`config.mk`:
```
export PLATFORM = sky130hd
export DESIGN_NAME = mem_access_stage
export DESIGN_NICKNAME = d
export VERILOG_FILES = /design/src/rtl/mem_access_stage.sv
export SDC_FILE = /design/constraint.sdc
export NUM_CORES = 1
export LEC_CHECK = 0
export CAP_MARGIN = 20
export CORE_ASPECT_RATIO = 0.5
export CORE_MARGIN = 5
export CORE_UTILIZATION = 47
export CTS_CLUSTER_DIAMETER = 30
export DETAILED_ROUTE_END_ITERATION = 10
export GPL_TIMING_DRIVEN = 0
export HOLD_SLACK_MARGIN = 0.06
export PLACE_DENSITY = 0.81
export SYNTH_ARGS = -nofsm -noshare
export SYNTH_HDL_FRONTEND = slang
export SYNTH_SLANG_ARGS = --single-unit
```
`constraint.sdc`:
```
create_clock -name clk_i -period 5.35 [get_ports clk_i]
set_clock_uncertainty 0.15 [all_clocks]
set_input_delay 0.535 -clock clk_i [delete_from_list [all_inputs] [get_ports clk_i]]
set_output_delay 0.535 -clock clk_i [all_outputs]
set_load 0.05 [all_outputs]
```
`src/rtl/mem_access_stage.sv`:
```
// Memory-access pipeline stage: sequences one data-memory request per
// load/store, formats load data and registers the MEM/WB outputs.
module mem_access_stage #(
   parameter int unsigned TIMEOUT_CYCLES = 255
) (
   input  logic        clk_i,
   input  logic        rst_i,
   input  logic        mem_read_i,
   input  logic        mem_write_i,
   input  logic [2:0]  funct3_i,
   input  logic [31:0] addr_i,
   input  logic [31:0] wdata_i,
   input  logic [4:0]  rd_i,
   input  logic        reg_write_i,
   input  logic        mem_to_reg_i,
   output logic        dmem_req_o,
   output logic        dmem_we_o,
   output logic [31:0] dmem_addr_o,
   output logic [31:0] dmem_wdata_o,
   output logic [3:0]  dmem_be_o,
   input  logic        dmem_ack_i,
   input  logic [31:0] dmem_rdata_i,
   output logic        stall_o,
   output logic [31:0] wb_data_o,
   output logic [4:0]  rd_o,
   output logic        reg_write_o,
   output logic        misalign_o,
   output logic        bus_err_o
);

   localparam int unsigned CNT_W = 8;

   typedef enum logic [1:0] {S_IDLE, S_ACCESS, S_DONE} state_t;

   state_t             state_q, state_d;
   logic [CNT_W-1:0]   cnt_q, cnt_d;
   logic               abort_q, abort_d;
   logic [31:0]        ld_q, ld_d;
   logic               req_q, we_q;
   logic [31:0]        addr_q, wdata_q;
   logic [3:0]         be_q;
   logic [1:0]         off_q;
   logic [2:0]         f3_q;
   logic               misalign_q, bus_err_q;
   logic [31:0]        wb_data_q;
   logic [4:0]         rd_q;
   logic               reg_write_q;

   logic               mem_req_c, misal_c, start_c, stall_c, error_c, misal_pulse_c;
   logic [3:0]         be_c;
   logic [31:0]        wdata_c, fmt_c;
   logic [7:0]         byte_c;
   logic [15:0]        half_c;

   // Request decode: alignment check and store lane steering
   always_comb begin
      mem_req_c = mem_read_i | mem_write_i;
      misal_c   = 1'b0;
      be_c      = 4'b1111;
      wdata_c   = wdata_i;
      case (funct3_i[1:0])
         2'b00: begin
            if (mem_write_i) be_c = 4'b0001 << addr_i[1:0];
            wdata_c = {4{wdata_i[7:0]}};
         end
         2'b01: begin
            misal_c = addr_i[0];
            if (mem_write_i) be_c = addr_i[1] ? 4'b1100 : 4'b0011;
            wdata_c = {2{wdata_i[15:0]}};
         end
         default: begin
            misal_c = (addr_i[1:0] != 2'b00);
         end
      endcase
   end

   // Load data extraction and sign/zero extension
   always_comb begin
      byte_c = dmem_rdata_i[{off_q, 3'b000} +: 8];
      half_c = off_q[1] ? dmem_rdata_i[31:16] : dmem_rdata_i[15:0];
      case (f3_q)
         3'b000:  fmt_c = {{24{byte_c[7]}}, byte_c};
         3'b100:  fmt_c = {24'd0, byte_c};
         3'b001:  fmt_c = {{16{half_c[15]}}, half_c};
         3'b101:  fmt_c = {16'd0, half_c};
         default: fmt_c = dmem_rdata_i;
      endcase
   end

   // Next-state, stall and error decode
   always_comb begin
      state_d       = state_q;
      cnt_d         = cnt_q;
      abort_d       = abort_q;
      ld_d          = ld_q;
      stall_c       = 1'b0;
      error_c       = 1'b0;
      start_c       = 1'b0;
      misal_pulse_c = 1'b0;
      case (state_q)
         S_IDLE: begin
            if (mem_req_c) begin
               if (misal_c) begin
                  error_c       = 1'b1;
                  misal_pulse_c = 1'b1;
               end else begin
                  stall_c = 1'b1;
                  start_c = 1'b1;
                  state_d = S_ACCESS;
                  cnt_d   = '0;
                  abort_d = 1'b0;
               end
            end
         end
         S_ACCESS: begin
            stall_c = 1'b1;
            if (dmem_ack_i) begin
               state_d = S_DONE;
               ld_d    = fmt_c;
            end else if (cnt_q == CNT_W'(TIMEOUT_CYCLES - 1)) begin
               state_d = S_DONE;
               abort_d = 1'b1;
            end else begin
               cnt_d = cnt_q + CNT_W'(1);
            end
         end
         S_DONE: begin
            error_c = abort_q;
            state_d = S_IDLE;
         end
         default: state_d = S_IDLE;
      endcase
   end

   // Control state and held memory request
   always_ff @(posedge clk_i or posedge rst_i) begin
      if (rst_i) begin
         state_q    <= S_IDLE;
         cnt_q      <= '0;
         abort_q    <= 1'b0;
         ld_q       <= '0;
         req_q      <= 1'b0;
         we_q       <= 1'b0;
         addr_q     <= '0;
         wdata_q    <= '0;
         be_q       <= '0;
         off_q      <= '0;
         f3_q       <= '0;
         misalign_q <= 1'b0;
         bus_err_q  <= 1'b0;
      end else begin
         state_q    <= state_d;
         cnt_q      <= cnt_d;
         abort_q    <= abort_d;
         ld_q       <= ld_d;
         req_q      <= (state_d == S_ACCESS);
         misalign_q <= misal_pulse_c;
         bus_err_q  <= (state_q == S_DONE) && abort_q;
         if (start_c) begin
            we_q    <= mem_write_i;
            addr_q  <= {addr_i[31:2], 2'b00};
            wdata_q <= wdata_c;
            be_q    <= be_c;
            off_q   <= addr_i[1:0];
            f3_q    <= funct3_i;
         end
      end
   end

   // MEM/WB register: loads when not stalled, bubble otherwise
   always_ff @(posedge clk_i or posedge rst_i) begin
      if (rst_i) begin
         wb_data_q   <= '0;
         rd_q        <= '0;
         reg_write_q <= 1'b0;
      end else if (stall_c) begin
         wb_data_q   <= '0;
         rd_q        <= '0;
         reg_write_q <= 1'b0;
      end else begin
         wb_data_q   <= mem_to_reg_i ? ld_q : addr_i;
         rd_q        <= rd_i;
         reg_write_q <= reg_write_i & ~error_c;
      end
   end

   assign stall_o      = stall_c & ~rst_i;
   assign dmem_req_o   = req_q;
   assign dmem_we_o    = we_q;
   assign dmem_addr_o  = addr_q;
   assign dmem_wdata_o = wdata_q;
   assign dmem_be_o    = be_q;
   assign wb_data_o    = wb_data_q;
   assign rd_o         = rd_q;
   assign reg_write_o  = reg_write_q;
   assign misalign_o   = misalign_q;
   assign bus_err_o    = bus_err_q;

endmodule

```
Word level (Yosys, flattened, before mapping)
Cells that the tools add are included.
{ "totals": {"ff_bits": 156, "out_inout_bits": 111, "wordCells": 81} }
{ "op_classes": {"addsub": 1, "n_eq_ne": 13, "shifts": 2, "mux": 35, "n_bitwise": 5, "reduce_logical": 9} }
{ "op_table": {"columns": ["operator", "n"], "rows": [
  ["case mux 32 bit (4 select lines)", 1],
  ["two-way mux 32 bit", 2],
  ["case mux 32 bit (2 select lines)", 1],
  ["two-way mux 8 bit", 4],
  ["variable part select 32 x 6 -> 8 bit", 1],
  ["two-way mux 16 bit", 1],
  ["case mux 8 bit (2 select lines)", 1],
  ["two-way mux 4 bit", 3],
  ["two-way mux 1 bit", 11],
  ["inequality test 2 bit (second input constant)", 5],
  ["AND reduction 5 bit", 2],
  ["adder 8 x 1 -> 8 bit (second input constant)", 1],
  ["equality test 8 bit (second input constant)", 1],
  ["two-way mux 2 bit", 4],
  ["case mux 1 bit (2 select lines)", 4],
  ["case mux 4 bit (2 select lines)", 1],
  ["equality test 2 x 1 -> 1 bit (second input constant)", 3],
  ["equality test 3 bit (second input constant)", 2],
  ["two-way mux 5 bit", 1],
  ["zero test 2 bit", 2],
  ["case mux 2 bit (2 select lines)", 1],
  ["nonzero test 2 bit", 2],
  ["left shift 1 x 2 -> 4 bit (first input constant)", 1],
  ["equality test 3 x 1 -> 1 bit (second input constant)", 1],
  ["other kinds (7)", 9]
]} }

Logic depth before layout (Yosys ltp)
{ "logic_depth": {"word_depth": 8, "ltp_mapped": 7} }

Worst setup path before layout
Ideal clock, no wire load.
{ "synth_timing": {"path_kind": "input to output", "start": "input funct3_i[1]", "end": "output stall_o", "t_arrival_ns": 1.946, "required_time_ns": 4.665, "setup_slack_ns": 2.719, "cell_stages": 4, "cell_sequence": "buf_2 -> o21ai_2 -> a31oi_1 -> nor3_1"} }
{ "synth_via": {"elab_chain_cells": 6, "elab_cells_between_ends": 7, "cone_classes": "1 x eq/ne; 4 x mux; 1 x bitwise; 1 x reduce/logical"} }
{ "synth_rtl": {"columns": ["item", "line", "rtl"], "rows": [
  ["from (decl)", "10", "input logic [2:0] funct3_i,"],
  ["equality test 2 x 1 -> 1 bit or zero test 2 bit (tied branches)", "61", "case (funct3_i[1:0])"],
  ["case mux 1 bit (2 select lines) (*)", "61", null],
  ["two-way mux 1 bit (*)", "103", "if (misal_c) begin"],
  ["two-way mux 1 bit (*)", "102", "if (mem_req_c) begin"],
  ["case mux 1 bit (2 select lines) (*)", "100", "case (state_q)"],
  ["AND 1 bit (*)", "187", "assign stall_o = stall_c & ~rst_i;"],
  ["to (decl)", "23", "output logic stall_o,"]
]} }
Every way passes the cells marked *; elsewhere a longest branch is shown, timed or not.

Worst setup path after layout
{ "layout_timing": {"start": "input addr_i[0]", "end": "output stall_o"} }
{ "layout_via": {"elab_chain_cells": 6} }
{ "layout_rtl": {"columns": ["item", "line", "rtl"], "rows": [
  ["from (decl)", "11", "input logic [31:0] addr_i,"],
  ["nonzero test 2 bit", "72", "misal_c = (addr_i[1:0] != 2'b00);"],
  ["case mux 1 bit (2 select lines) (*)", "61", null],
  ["two-way mux 1 bit (*)", "103", null],
  ["two-way mux 1 bit (*)", "102", null],
  ["case mux 1 bit (2 select lines) (*)", "100", null],
  ["AND 1 bit (*)", "187", null]
]} }
Marked as above.

==> results_dict.tcl <==
set metrics [dict create \
    num-fill-cells 1086 \
    ioPinCount 222 \
    holdWs_ns 0.335 \
    ys_ff_latch 156 \
    clk_path_buf_depth 2 \
    max_stage_delay_ns 0.85 \
    async_reset_ff_share_pct 100 \
    rsz0062_at_grt "false" \
    r2r-end "ld_q[25]" \
    cts_tree "built" \
    ys.warnings.count 0 \
    start_util_pct 47.9 \
    grtUsageTotal_pct 23.6 \
    synth_edf_count 0 \
    grt_max_degree 90 \
    antenna_found_initial 0 \
    r2r_setup_slack_ns 3.16 \
    io_buffer_count 217 \
    maxSlewViolCount 0 \
    drc_errors 0 \
    synth.top_cell.area_share_pct 56.4 \
    synth-seq-area-share_pct 56.4 \
    post_cts_buffers 0 \
    grt-ovfl-total 0 \
    finalInstanceArea_sq_mm 0.00998 \
    layout_common_cells "clkdlybuf4s50_1 (217), dfrtp_1 (156), nor2_1 (72)" \
    grt_pass1_wl_microns 32200 \
    synthTopCellsByArea "dfrtp_1 (56%), mux2i_1 (9.0%), mux2_1 (7.0%)" \
    via_per_inst 5.31 \
    setup_viol 0 \
    die_h_microns 95.8 \
    wire_per_inst_microns 18.8 \
    synth_flop_cell "dfrtp_1" \
    r2r_cells 6 \
    leakage_nw 4.29 \
    cap_violations 0 \
    clk_pin_slew_ns 0.06 \
    core_area_sq_mm 0.0144 \
    end_kind "primary output" \
    crit_type "in -> out" \
    peakVddDrop_mv 0.257 \
    hpwl_microns 14700 \
    worst_slew_pin_slew_ns 0.764 \
    period_share_pct 58.9 \
    syn_area_sq_mm 0.00692 \
    arrival_ns 2.47 \
    die_area_sq_mm 0.0174 \
    via_count 5719 \
    die_w_microns 182 \
    gp_congestion 0.896 \
    startpoint_type "primary input" \
    timing.rr.start "off_q[1]" \
    cts_root_buf "clkbuf_16" \
    min_path_type "reg -> reg" \
    placed_area_sq_mm 0.00937 \
    cts_max_level 4 \
    crit_chain "clkdlybuf4s50_1 -> o21ai_2 -> a31oi_1 -> nor3_1 -> clkdlybuf4s50_1" \
    placementRows 31 \
    drive_gt1_share_pct 7.50 \
    fmaxAchievable_ghz 0.317 \
    fin_crit_ns 3.15 \
    cts_buffers 17 \
    layout.nets 980 \
    syn_avg_cell_area_sq_um 11.0 \
    cp_slowest_cell "clkdlybuf4s50_1" \
    crit_end "stall_o" \
    status "complete, no violations" \
    tns_ns 0 \
    crit_path_frequent_cell "clkdlybuf4s50_1" \
    layout_commonest_cell "clkdlybuf4s50_1" \
    grt_pass1_vias 5884 \
    firstDrtPassIters 5 \
    crit_path_max_fanout 7 \
    drt_iter0_drc 325 \
    routed_wl_microns 20200 \
    startpoint "addr_i[0]" \
    diodes 0 \
    cp.required_ns 4.66 \
    timing_hold_violations_final 0 \
    fin_util_pct 69.2 \
    syn_inst 629 \
    area_growth_pct 44.3 \
    cts_resized 0 \
    postCtsHoldBufs 0 \
    drtAntennaViolNets 0 \
    p_per_area_mw_per_mm2 573 \
    synth_largest_area_cell "dfrtp_1" \
    clk_latency_ns 0.42 \
    cts.sinks 156 \
    relSlewSlack_pct 49.1 \
    ys_types 51 \
]
## worst max-delay path, delay by kind of cell
kind,cells,cell delay (ns)
AOI/OAI and AO/OA,2,0.38
and+or+nand+nor,1,0.15
buffers and inverters,2,1.38
## flip-flops by register name, summed over array words and instances, names as in the netlist, 2 cells and up
signal and cells:
wb_data_o 32, rd_o 5, off_q 2, dmem_wdata_o 32
cnt_q 8, dmem_be_o 4, f3_q 3, dmem_addr_o 30
state_q 2, ld_q 32
## final cells by class
| type | instances | area [sq um] | share of cell area [%] |
|---|---|---|---|
| buffer | 40 | 209 | 2.09 |
| clock buffer | 19 | 453 | 4.54 |
| clock inverter | 13 | 153 | 1.53 |
| inverter | 5 | 23.8 | 0.238 |
| multi-input combinational | 429 | 2790 | 27.9 |
| sequential | 156 | 3900 | 39.1 |
| tap | 198 | 248 | 2.48 |
| timing repair buffer | 218 | 2200 | 22.0 |
## per-layer routing
metal	vias up	share of wire [%]	routed length [microns]	GRT usage, %
li1	2651	-	-	-
met1	2804	42	8460	30.4
met2	217	50	10100	40.4
met3	47	5.6	1140	4.91
met4	0	2.5	497	8.24
met5	-	0	0	0
## how the worst min path moves through the flow
stage,cells after the start,end,slack [ns],from
floorplan,2,abort_q,0.30,abort_q
global placement,2,dmem_wdata_o[25],0.31,dmem_wdata_o[25]
detailed placement,1,dmem_be_o[3],0.32,dmem_be_o[3]
CTS,1,dmem_be_o[3],0.34,dmem_be_o[3]
global route,1,dmem_addr_o[10],0.35,dmem_addr_o[10]
finish,1,dmem_be_o[3],0.33,dmem_be_o[3]
## power by group
| part | switching (mW) | total, mW | internal [mW] | leakage (nW) |
|---|---|---|---|---|
| logic | 1.71 | 2.62 | 0.901 | 2.11 |
| clock network | 0.515 | 1.24 | 0.722 | 0.281 |
| registers | 0.250 | 1.86 | 1.61 | 1.90 |
## synth_stat cells, types with 2 or more instances
cell      instances
nand4_1           2
o21ai_2           2
o21ai_1           3
mux2i_1          62
inv_1             5
dfrtp_1         156
xor2_1            2
nor2_1           72
buf_6             4
nand3b_1          9
nor2b_1          10
a21oi_1          50
a21o_1            5
a31oi_1           2
buf_4             4
or3_1             4
ha_1              2
o21ai_0          44
clkbuf_1         20
mux2_1           43
a22o_1            3
nand3_1           7
buf_2            11
nand2_1          66
mux2_2            6
and3_1            2
nor3_1            4
nand2b_1          6
## per-stage QoR
stage / setup WS (ns) / instances / total power, mW
after floorplan: 0.458 / 630 / 3.53
after global placement: -1.66 / 1045 / 4.42
after global routing: 2.15 / 1078 / 5.99
after CTS: 2.20 / 1078 / 5.74
after detailed placement: 2.20 / 1046 / 4.48
final: 2.20 / 1078 / 5.71
## kinds of logic (layout without fill, tap and decap cells)
kind of cell / after synthesis / after routing / synth area share, %
buf+inv: 45 / 295 / 3.29
xor+xnor: 3 / 3 / 0.380
fa+ha+maj: 2 / 2 / 0.362
flops: 156 / 156 / 56.4
simple gates: 194 / 194 / 12.9
other cells: 1 / 2 / 0.0542
mux: 111 / 111 / 17.0
compound gates: 117 / 117 / 9.61
No activity file was read; power rests on OpenSTA's default activity.
